**src/rtl/wb_stage.sv**
```systemverilog
`default_nettype none
// ============================================================================
// Module  : wb_stage
// Brief   : RV32 writeback stage; selects write data, aligns loads, counts
//           retired instructions.
// Revision: 1.0 - initial release
// ============================================================================
module wb_stage #(
  parameter int LOAD_TIMEOUT = 16,
  parameter int CNT_W        = 32
) (
  input  logic             clk,
  input  logic             rst,
  input  logic             in_valid,
  output logic             in_ready,
  input  logic [31:0]      in_ins,
  input  logic [31:0]      in_alu_result,
  input  logic [31:0]      in_pc,
  input  logic             mem_rsp_valid,
  input  logic [31:0]      mem_rsp_data,
  output logic             wb_en,
  output logic [4:0]       wb_reg,
  output logic [31:0]      wb_val,
  output logic             load_err,
  output logic             misalign_err,
  output logic [CNT_W-1:0] retire_count
);

  localparam logic [6:0] c_OP_LOAD  = 7'b0000011;
  localparam logic [6:0] c_OP_REG   = 7'b0110011;
  localparam logic [6:0] c_OP_IMM   = 7'b0010011;
  localparam logic [6:0] c_OP_LUI   = 7'b0110111;
  localparam logic [6:0] c_OP_AUIPC = 7'b0010111;
  localparam logic [6:0] c_OP_JAL   = 7'b1101111;
  localparam logic [6:0] c_OP_JALR  = 7'b1100111;
  localparam int         c_TW       = $clog2(LOAD_TIMEOUT + 1);

  typedef enum logic [0:0] {
    S_IDLE = 1'b0,
    S_WAIT = 1'b1
  } state_t;

  state_t r_state, w_state_nxt;

  logic [c_TW-1:0]  r_timer;
  logic [4:0]       r_ld_rd;
  logic [2:0]       r_ld_f3;
  logic [1:0]       r_ld_addr;
  logic             r_wb_en;
  logic [4:0]       r_wb_reg;
  logic [31:0]      r_wb_val;
  logic             r_load_err;
  logic             r_misalign_err;
  logic [CNT_W-1:0] r_retire_count;

  logic [6:0]  w_opcode;
  logic [4:0]  w_rd;
  logic [2:0]  w_f3;
  logic        w_fire;
  logic        w_is_load;
  logic        w_writes;
  logic [31:0] w_sel_val;
  logic        w_misalign;
  logic        w_timeout;
  logic [7:0]  w_byte;
  logic [15:0] w_half;
  logic [31:0] w_ld_val;
  logic        w_unused;

  assign w_opcode  = in_ins[6:0];
  assign w_rd      = in_ins[11:7];
  assign w_f3      = in_ins[14:12];
  assign w_unused  = ^in_ins[31:15];
  assign in_ready  = (r_state == S_IDLE) && !rst;
  assign w_fire    = in_valid && in_ready;
  assign w_is_load = (w_opcode == c_OP_LOAD);
  assign w_timeout = (r_timer == c_TW'(LOAD_TIMEOUT - 1));

  always_comb begin
    w_writes  = 1'b0;
    w_sel_val = in_alu_result;
    case (w_opcode)
      c_OP_REG, c_OP_IMM, c_OP_LUI, c_OP_AUIPC: w_writes = 1'b1;
      c_OP_JAL, c_OP_JALR: begin
        w_writes  = 1'b1;
        w_sel_val = in_pc + 32'd4;
      end
      default: w_writes = 1'b0;
    endcase
  end

  // Unlisted funct3 encodings behave as LW for both alignment and extraction.
  always_comb begin
    w_misalign = 1'b0;
    case (w_f3)
      3'b000, 3'b100: w_misalign = 1'b0;
      3'b001, 3'b101: w_misalign = in_alu_result[0];
      default:        w_misalign = |in_alu_result[1:0];
    endcase
  end

  always_comb begin
    w_byte = mem_rsp_data[7:0];
    case (r_ld_addr)
      2'd0: w_byte = mem_rsp_data[7:0];
      2'd1: w_byte = mem_rsp_data[15:8];
      2'd2: w_byte = mem_rsp_data[23:16];
      2'd3: w_byte = mem_rsp_data[31:24];
      default: w_byte = mem_rsp_data[7:0];
    endcase
    w_half = r_ld_addr[1] ? mem_rsp_data[31:16] : mem_rsp_data[15:0];
    case (r_ld_f3)
      3'b000:  w_ld_val = {{24{w_byte[7]}}, w_byte};
      3'b100:  w_ld_val = {24'd0, w_byte};
      3'b001:  w_ld_val = {{16{w_half[15]}}, w_half};
      3'b101:  w_ld_val = {16'd0, w_half};
      default: w_ld_val = mem_rsp_data;
    endcase
  end

  always_ff @(posedge clk) begin
    if (rst) r_state <= S_IDLE;
    else     r_state <= w_state_nxt;
  end

  always_comb begin
    w_state_nxt = r_state;
    case (r_state)
      S_IDLE: if (w_fire && w_is_load && !w_misalign) w_state_nxt = S_WAIT;
      S_WAIT: if (mem_rsp_valid || w_timeout) w_state_nxt = S_IDLE;
      default: w_state_nxt = S_IDLE;
    endcase
  end

  always_ff @(posedge clk) begin
    if (rst) begin
      r_timer        <= '0;
      r_ld_rd        <= '0;
      r_ld_f3        <= '0;
      r_ld_addr      <= '0;
      r_wb_en        <= 1'b0;
      r_wb_reg       <= '0;
      r_wb_val       <= '0;
      r_load_err     <= 1'b0;
      r_misalign_err <= 1'b0;
      r_retire_count <= '0;
    end else begin
      r_wb_en        <= 1'b0;
      r_load_err     <= 1'b0;
      r_misalign_err <= 1'b0;
      case (r_state)
        S_IDLE: begin
          if (w_fire) begin
            if (w_is_load) begin
              r_ld_rd   <= w_rd;
              r_ld_f3   <= w_f3;
              r_ld_addr <= in_alu_result[1:0];
              r_timer   <= '0;
              if (w_misalign) begin
                r_misalign_err <= 1'b1;
                r_retire_count <= r_retire_count + CNT_W'(1);
              end
            end else begin
              r_retire_count <= r_retire_count + CNT_W'(1);
              if (w_writes && (w_rd != 5'd0)) begin
                r_wb_en  <= 1'b1;
                r_wb_reg <= w_rd;
                r_wb_val <= w_sel_val;
              end
            end
          end
        end
        S_WAIT: begin
          // A response on the timeout cycle still completes the load.
          if (mem_rsp_valid) begin
            r_retire_count <= r_retire_count + CNT_W'(1);
            if (r_ld_rd != 5'd0) begin
              r_wb_en  <= 1'b1;
              r_wb_reg <= r_ld_rd;
              r_wb_val <= w_ld_val;
            end
          end else if (w_timeout) begin
            r_load_err <= 1'b1;
          end else begin
            r_timer <= r_timer + c_TW'(1);
          end
        end
        default: ;
      endcase
    end
  end

  assign wb_en        = r_wb_en;
  assign wb_reg       = r_wb_reg;
  assign wb_val       = r_wb_val;
  assign load_err     = r_load_err;
  assign misalign_err = r_misalign_err;
  assign retire_count = r_retire_count;

endmodule
`default_nettype wire

```
**config.mk**
```make
export PLATFORM = sky130hd
export DESIGN_NAME = wb_stage
export DESIGN_NICKNAME = d
export VERILOG_FILES = /design/src/rtl/wb_stage.sv
export SDC_FILE = /design/constraint.sdc
export NUM_CORES = 1
export LEC_CHECK = 0
export CAP_MARGIN = 20
export CELL_PAD_IN_SITES_DETAIL_PLACEMENT = 0
export CELL_PAD_IN_SITES_GLOBAL_PLACEMENT = 2
export CORE_MARGIN = 3
export CORE_UTILIZATION = 24
export DETAILED_ROUTE_END_ITERATION = 10
export PLACE_DENSITY_LB_ADDON = 0.1
export SETUP_SLACK_MARGIN = 0.2
export SLEW_MARGIN = 20
export SYNTH_ARGS = -nofsm -noshare
export SYNTH_HDL_FRONTEND = slang
export SYNTH_SLANG_ARGS = --single-unit
```
**constraint.sdc**
```tcl
create_clock -name clk -period 2.72 [get_ports clk]
set_input_delay 0.68 -clock clk [delete_from_list [all_inputs] [get_ports clk]]
set_output_delay 0.68 -clock clk [all_outputs]
set_load 0.02 [all_outputs]
```
==> impl_results.md, run 1 <==
- Status: complete, no violations
- HP Class: reg2reg
- Routed WL: 23.6 mm
- FP Rows: 54
- Max incr delay on CP: 570 ps
- Synth-to-Final Area Change: 61.8%
- Worst skew pair latency: 350 ps
- Initial antenna violation count: 0
- Critical path's slowest cell: or4_1
- Tmin final: 2460 ps
- Via/cell ratio: 5.16
- # DRC: 0
- Non-filler instance count after layout: 1237
- Num ports: 205
- Initial core utilization: 0.246
- PD cells: 356 nW/um^2
- Unrepaired setup endpoints after global routing: true
- FF-to-FF setup slack: 430 ps
- Sequential power share: 0.418
- Slew Limit Headroom: 0.342
- Max VDD drop: 0.000289 V
- Max-Cap Viols: 0
- F_max: 407 MHz
- Clock sinks: 88
- Final Hold Viols: 0
- Ys async rst share: 0
- CTS tree: built
- N_diodes: 0
- CTS Buf Count: 9
- Placed cell count: 1212
- Flip-flop and latch count after synthesis: 88
- Final Worst Setup Slack: 263 ps
- Critical path startpoint category: primary input
- Post-synth EDFFs: 0
- Power share of the combinational group: 0.155
- WP data required: 2960 ps
- Lkg Pwr: 3.08 nW
- DR iter-0 viols: 268
- Die width: 156 um
- YS warnings: 0
- Fin crit share: 0.903
- CTS clk-pin slew, worst paths: 70 ps
- Detailed placement HPWL: 18.5 mm
- Slew of the pin with the lowest slew margin: 986 ps
- Clock Tree Buf Depth: 2
- Max-slew violations: 0
- Drt pass-1 iters: 4
- # port buffers: 187
- Clock power frac: 0.427
- CTS Hold Buffers Added: 0
- Final setup vio count: 0
- Final nets: 1088
- Layout fillers: 2251
- Vias in the first global route: 6376
- Cells after Synth: 691
- Root Driver: clkbuf_16
- Crit path DAT: 2690 ps
- ANT nets after route: 0
- Crit. End Element: register
- Sequential share of the synthesized area: 0.326
- Switch share: 0.255
- Worst-path fanout max: 16
- Largest net degree at the start of global routing: 39
- Die ar.: 24400 um^2
- Finished Cell Area: 8750 um^2
- Total grt overflow: 0
- Global-route wire length before repair: 35.9 mm
- Syn Nets: 827
- Synthesized area: 5410 um^2
- Ordered cell list for the critical path: clkdlybuf4s50_1 > or4_1 > o22ai_2 > o22a_1 > buf_12 > inv_1 > a32o_1
- Psw: 0.795 mW
- Internal power: 2.32 mW
- Avg WL per Cell: 19.1 um
- GP Congestion: 0.801
- Core Area: 22000 um^2
- Fraction of layout cells with a size suffix above 1: 0.149
- Placed Area: 8280 um^2
- Floorplan die height: 156 um
- Synthesized area per cell: 7.83 um^2
- Dpl ws: -326 ps
- DR vias: 6384
- Worst Skew: 11.0 ps
- Hold_ws: 459 ps
- GR Util All Layers: 0.189
- Ys flop type: dfxtp_1
- CTS HTree Levels: 3
- Setup Crit Path Kind: in2reg
- Netlist cell types: 64
- Power after layout: 3.12 mW
[worst max-delay path, delay by kind of cell]
family                 cells  cell delay [ps]
buffers and inverters      3              730
AND/OR/NAND/NOR            1              570
AO/OA/AOI/OAI              3              700
[Yosys cell counts, drive strengths merged (3+ instances only)]
library cell	count	area, um^2
a31oi	7	43.8
ha	4	50.1
mux2i	17	170
clkbuf	39	146
a211oi	22	165
o22ai	11	68.8
o22a	4	35.0
o221ai	3	26.3
a21oi	53	265
nand2b	4	25.0
o31ai	11	82.6
nor4	3	18.8
nor3	9	45.0
a22o	25	219
o21ai	44	228
nor2	59	221
or3	21	131
a32o	6	60.1
nand3	30	150
buf	6	33.8
mux2	3	33.8
nand4	18	113
a221o	5	50.1
a211o	4	35.0
xor2	17	149
o2111ai	4	35.0
inv	15	56.3
nand2	73	274
and4	10	87.6
a221oi	3	26.3
and3	7	43.8
o32ai	3	26.3
o211ai	6	45.0
and2	9	56.3
dfxtp	88	1760
o2bb2ai	3	26.3
or4	14	105
[power by group through the flow]
stage	registers, mW	clock network (mW)	logic [mW]
after global placement	1.33	0	0.477
final	1.30	1.33	0.484
after global routing	1.30	1.43	0.520
after detailed placement	1.33	0	0.478
after floorplan	1.34	0	0.131
after CTS	1.30	1.38	0.482
[timing repair]
item,CTS,global route
endpoints found under the setup margin,8,24
setup buffers,4,4
cloned,1,0
pin swaps,11,4
resized for setup,5,12
hold endpoints to repair,0,0
[cell usage in the layout, fill, tap and decap left out, types with 13 or more instances in the layout]
| master | count |
|---|---|
| a211oi_1 | 22 |
| a21oi_1 | 53 |
| a22o_1 | 25 |
| buf_4 | 97 |
| clkdlybuf4s50_1 | 181 |
| dfxtp_1 | 88 |
| inv_1 | 15 |
| mux2i_1 | 17 |
| nand2_1 | 72 |
| nand3_1 | 30 |
| nand4_1 | 18 |
| nor2_1 | 59 |
| o21ai_0 | 40 |
| or3_1 | 21 |
| or4_1 | 13 |
| xor2_1 | 17 |
[final timing paths]
check	endpoint	depth (start not counted)	start
max	wb_val[10]	7	in_ins[10]
min	wb_val[2]	2	wb_val[2]
max reg2reg	retire_count[21]	6	r_state
min reg2reg	wb_val[2]	2	wb_val[2]
[kinds of logic (layout without fill, tap and decap cells)]
group           count (synthesis)  after routing  synth area share
flops                          88             88             0.326
simple gates                  270            270             0.255
mux                            20             20            0.0377
buf+inv                        60            326            0.0437
xor+xnor                       18             18            0.0291
compound gates                231            231             0.299
fa+ha+maj                       4              4           0.00925
[per-layer routing]
| metal | vias up | global-route usage | routed length (um) |
|---|---|---|---|
| met3 | 27 | 0.0358 | 1110 |
| li1 | 3154 | - | - |
| met1 | 3022 | 0.241 | 10400 |
| met5 | - | 0 | 0 |
| met2 | 181 | 0.324 | 11600 |
| met4 | 0 | 0.0554 | 474 |
[final cells by class]
type	count	area, um^2	area share
flip-flops and latches	88	1760	0.201
repair buffers	295	2810	0.321
clock inverters	6	73.8	0.00843
clock buffers	10	239	0.0273
well taps	280	350	0.0400
multi-input cells	543	3460	0.396
inverters	15	56.3	0.00643
[through the flow]
step	setup TNS (ps)	utilization
2_1_floorplan	0	-
3_3_place_gp	-4610	0.377
3_5_place_dp	-5650	0.377
4_1_cts	0	0.395
5_1_grt	0	0.399
6_report	0	0.399
No activity file was read; power rests on OpenSTA's default activity.
==> run 2, diff against run 1 <==
==> constraint.sdc (replaced) <==
create_clock -name clk -period 2.72 [get_ports clk]
set_input_delay 0.544 -clock clk [delete_from_list [all_inputs] [get_ports clk]]
set_output_delay 0.544 -clock clk [all_outputs]
set_load 0.02 [all_outputs]
==> run 2 against run 1 <==
Combinational power decreased by 6.6%; critical path depth unchanged; first-iteration DRC count increased by 23%; power about the same; non-clock buffer count decreased by 38; core utilization decreased by 1.7 points; final cell count decreased by 3.1%; sequential share of layout area increased by 0.90 points; critical endpoint is now retire_count[25]; highest routed layer unchanged.
==> impl_results.md, run 2 (synthesis results as in run 1) <==
- Met3 Wirelength: 1.09 mm
- Clock sinks: 88
- Placed Area: 8030 um^2
- F_max: 409 MHz
- Layout fillers: 2235
- Slew of the pin with the lowest slew margin: 989 ps
- GR Util All Layers: 0.183
- Worst-path fanout max: 22
- Critical path startpoint category: primary input
- Tmin final: 2440 ps
- Initial antenna violation count: 0
- Max-slew violations: 0
- GP Congestion: 0.824
- Clock Tree Buf Depth: 2
- Clock power frac: 0.437
- Via/cell ratio: 5.24
- Fin crit share: 0.899
- DR top layer: met4
- Final setup vio count: 0
- Vias in the first global route: 6103
- Crit. End Element: register
- Crit path max-delay family: simple AND/OR/NAND/NOR gates
- HP Class: reg2reg
- CTS clk-pin slew, worst paths: 80 ps
- WP data required: 3010 ps
- Slew Limit Headroom: 0.340
- Switch share: 0.264
- Total grt overflow: 0
- Global-route wire length before repair: 34.8 mm
- DR iter-0 viols: 329
- Crit path DAT: 2730 ps
- Power share of the combinational group: 0.145
- Critical path's slowest cell: or4_1
- Lkg Pwr: 2.83 nW
- Post-route met1 wirelength: 10.3 mm
- Finished Cell Area: 8380 um^2
- Unrepaired setup endpoints after global routing: true
- PD cells: 372 nW/um^2
- Worst Skew: 12.1 ps
- # DRC: 0
- Crit path buf inv count: 2
- N_diodes: 0
- Detailed placement HPWL: 18.2 mm
- Max-Cap Viols: 0
- CTS tree: built
- Initial core utilization: 0.246
- Setup Crit Path Kind: in2reg
- # port buffers: 187
- DR vias: 6277
- ANT nets after route: 0
- Status: complete, no violations
- Die ar.: 24400 um^2
- Most frequent cells in the layout: clkdlybuf4s50_1 (186), dfxtp_1 (88), nand2_1 (73), buf_4 (64), nor2_1 (59)
- Final Worst Setup Slack: 276 ps
- Worst skew pair latency: 350 ps
- Final nets: 1050
- CTS Buf Count: 9
- Floorplan die height: 156 um
- Routed WL: 23.1 mm
- Root Driver: clkbuf_16
- Largest net degree at the start of global routing: 37
- Num ports: 205
- Power after layout: 3.11 mW
- Ordered cell list for the critical path: clkdlybuf4s50_1 > or3b_4 > a2111oi_4 > o21ai_2 > buf_12 > or4_1 > a21oi_1
- Most common cell after layout, fill and taps aside: clkdlybuf4s50_1
- Avg WL per Cell: 19.3 um
- Max incr delay on CP: 490 ps
- Synth-to-Final Area Change: 54.9%
- Core Area: 22000 um^2
- CTS HTree Levels: 3
- Drt pass-1 iters: 5
- Internal power: 2.29 mW
- Die width: 156 um
- Util after Layout: 0.382
- Fraction of layout cells with a size suffix above 1: 0.109
- Sequential power share: 0.418
- FP Rows: 54
- Psw: 0.822 mW
- Dpl ws: -165 ps
- Max VDD drop: 0.000260 V
- DR WL met2: 11.4 mm
- Final Hold Viols: 0
## run 2: cell types whose count changed in the layout (fill, tap and decap cells not counted), sizes merged
| cell | previous run | this run |
|---|---|---|
| inv | 17 | 20 |
| buf | 109 | 71 |
| dlymetal6s2s | 4 | 0 |
| clkdlybuf4s50 | 181 | 186 |
| clkbuf | 10 | 9 |
| clkinv | 3 | 1 |
| dlygate4sd2 | 1 | 0 |
## run 2: through the flow
step	hold WS (ps)	cells	TNS, ps
6_report	464	1199	0
5_1_grt	490	1199	0
4_1_cts	466	1196	0
3_5_place_dp	455	1180	-1150
3_3_place_gp	444	1180	-770
2_1_floorplan	443	691	0
## run 2: worst reg2reg max path: cells and delay by family, from the launching register on
family	cells	cell delay (ps)
buf+inv	4	770
simple gates	2	770
flops	1	440
compound gates	2	250
## run 2: area by class of cell
| class | instances | area [um^2] | share of cell area |
|---|---|---|---|
| clock buffer | 9 | 225 | 0.0269 |
| clock inverter | 7 | 95.1 | 0.0113 |
| inverter | 15 | 56.3 | 0.00672 |
| multi-input combinational | 543 | 3420 | 0.409 |
| sequential | 88 | 1760 | 0.210 |
| tap | 280 | 350 | 0.0418 |
| timing repair buffer | 257 | 2470 | 0.294 |
## run 2: per-layer routing
metal | track usage | up-vias
li1 | - | 3089
met1 | 0.234 | 2984
met2 | 0.322 | 190
met3 | 0.0297 | 14
met4 | 0.0404 | 0
met5 | 0 | -
## run 2: final timing paths
check | slack (ps) | to | cells past startpoint | start
worst max-delay path | 280 | retire_count[25] | 7 | in_valid
worst min-delay path | 460 | wb_val[2] | 2 | wb_val[2]
worst max register to register | 420 | retire_count[25] | 8 | r_state
worst min register to register | 460 | wb_val[2] | 2 | wb_val[2]
## run 2: power by group through the flow
stage / combinational, mW / clock (mW) / sequential (mW)
finish: 0.452 / 1.36 / 1.30
global route: 0.486 / 1.46 / 1.30
CTS: 0.454 / 1.41 / 1.30
detailed placement: 0.451 / 0 / 1.33
global placement: 0.451 / 0 / 1.33
floorplan: 0.131 / 0 / 1.34
## run 2: what timing repair did
action                                  in CTS  in global routing
gates resized for setup                      0                  1
setup buffers                                0                  3
hold buffers                                 0                  0
endpoints found under the setup margin       0                  7
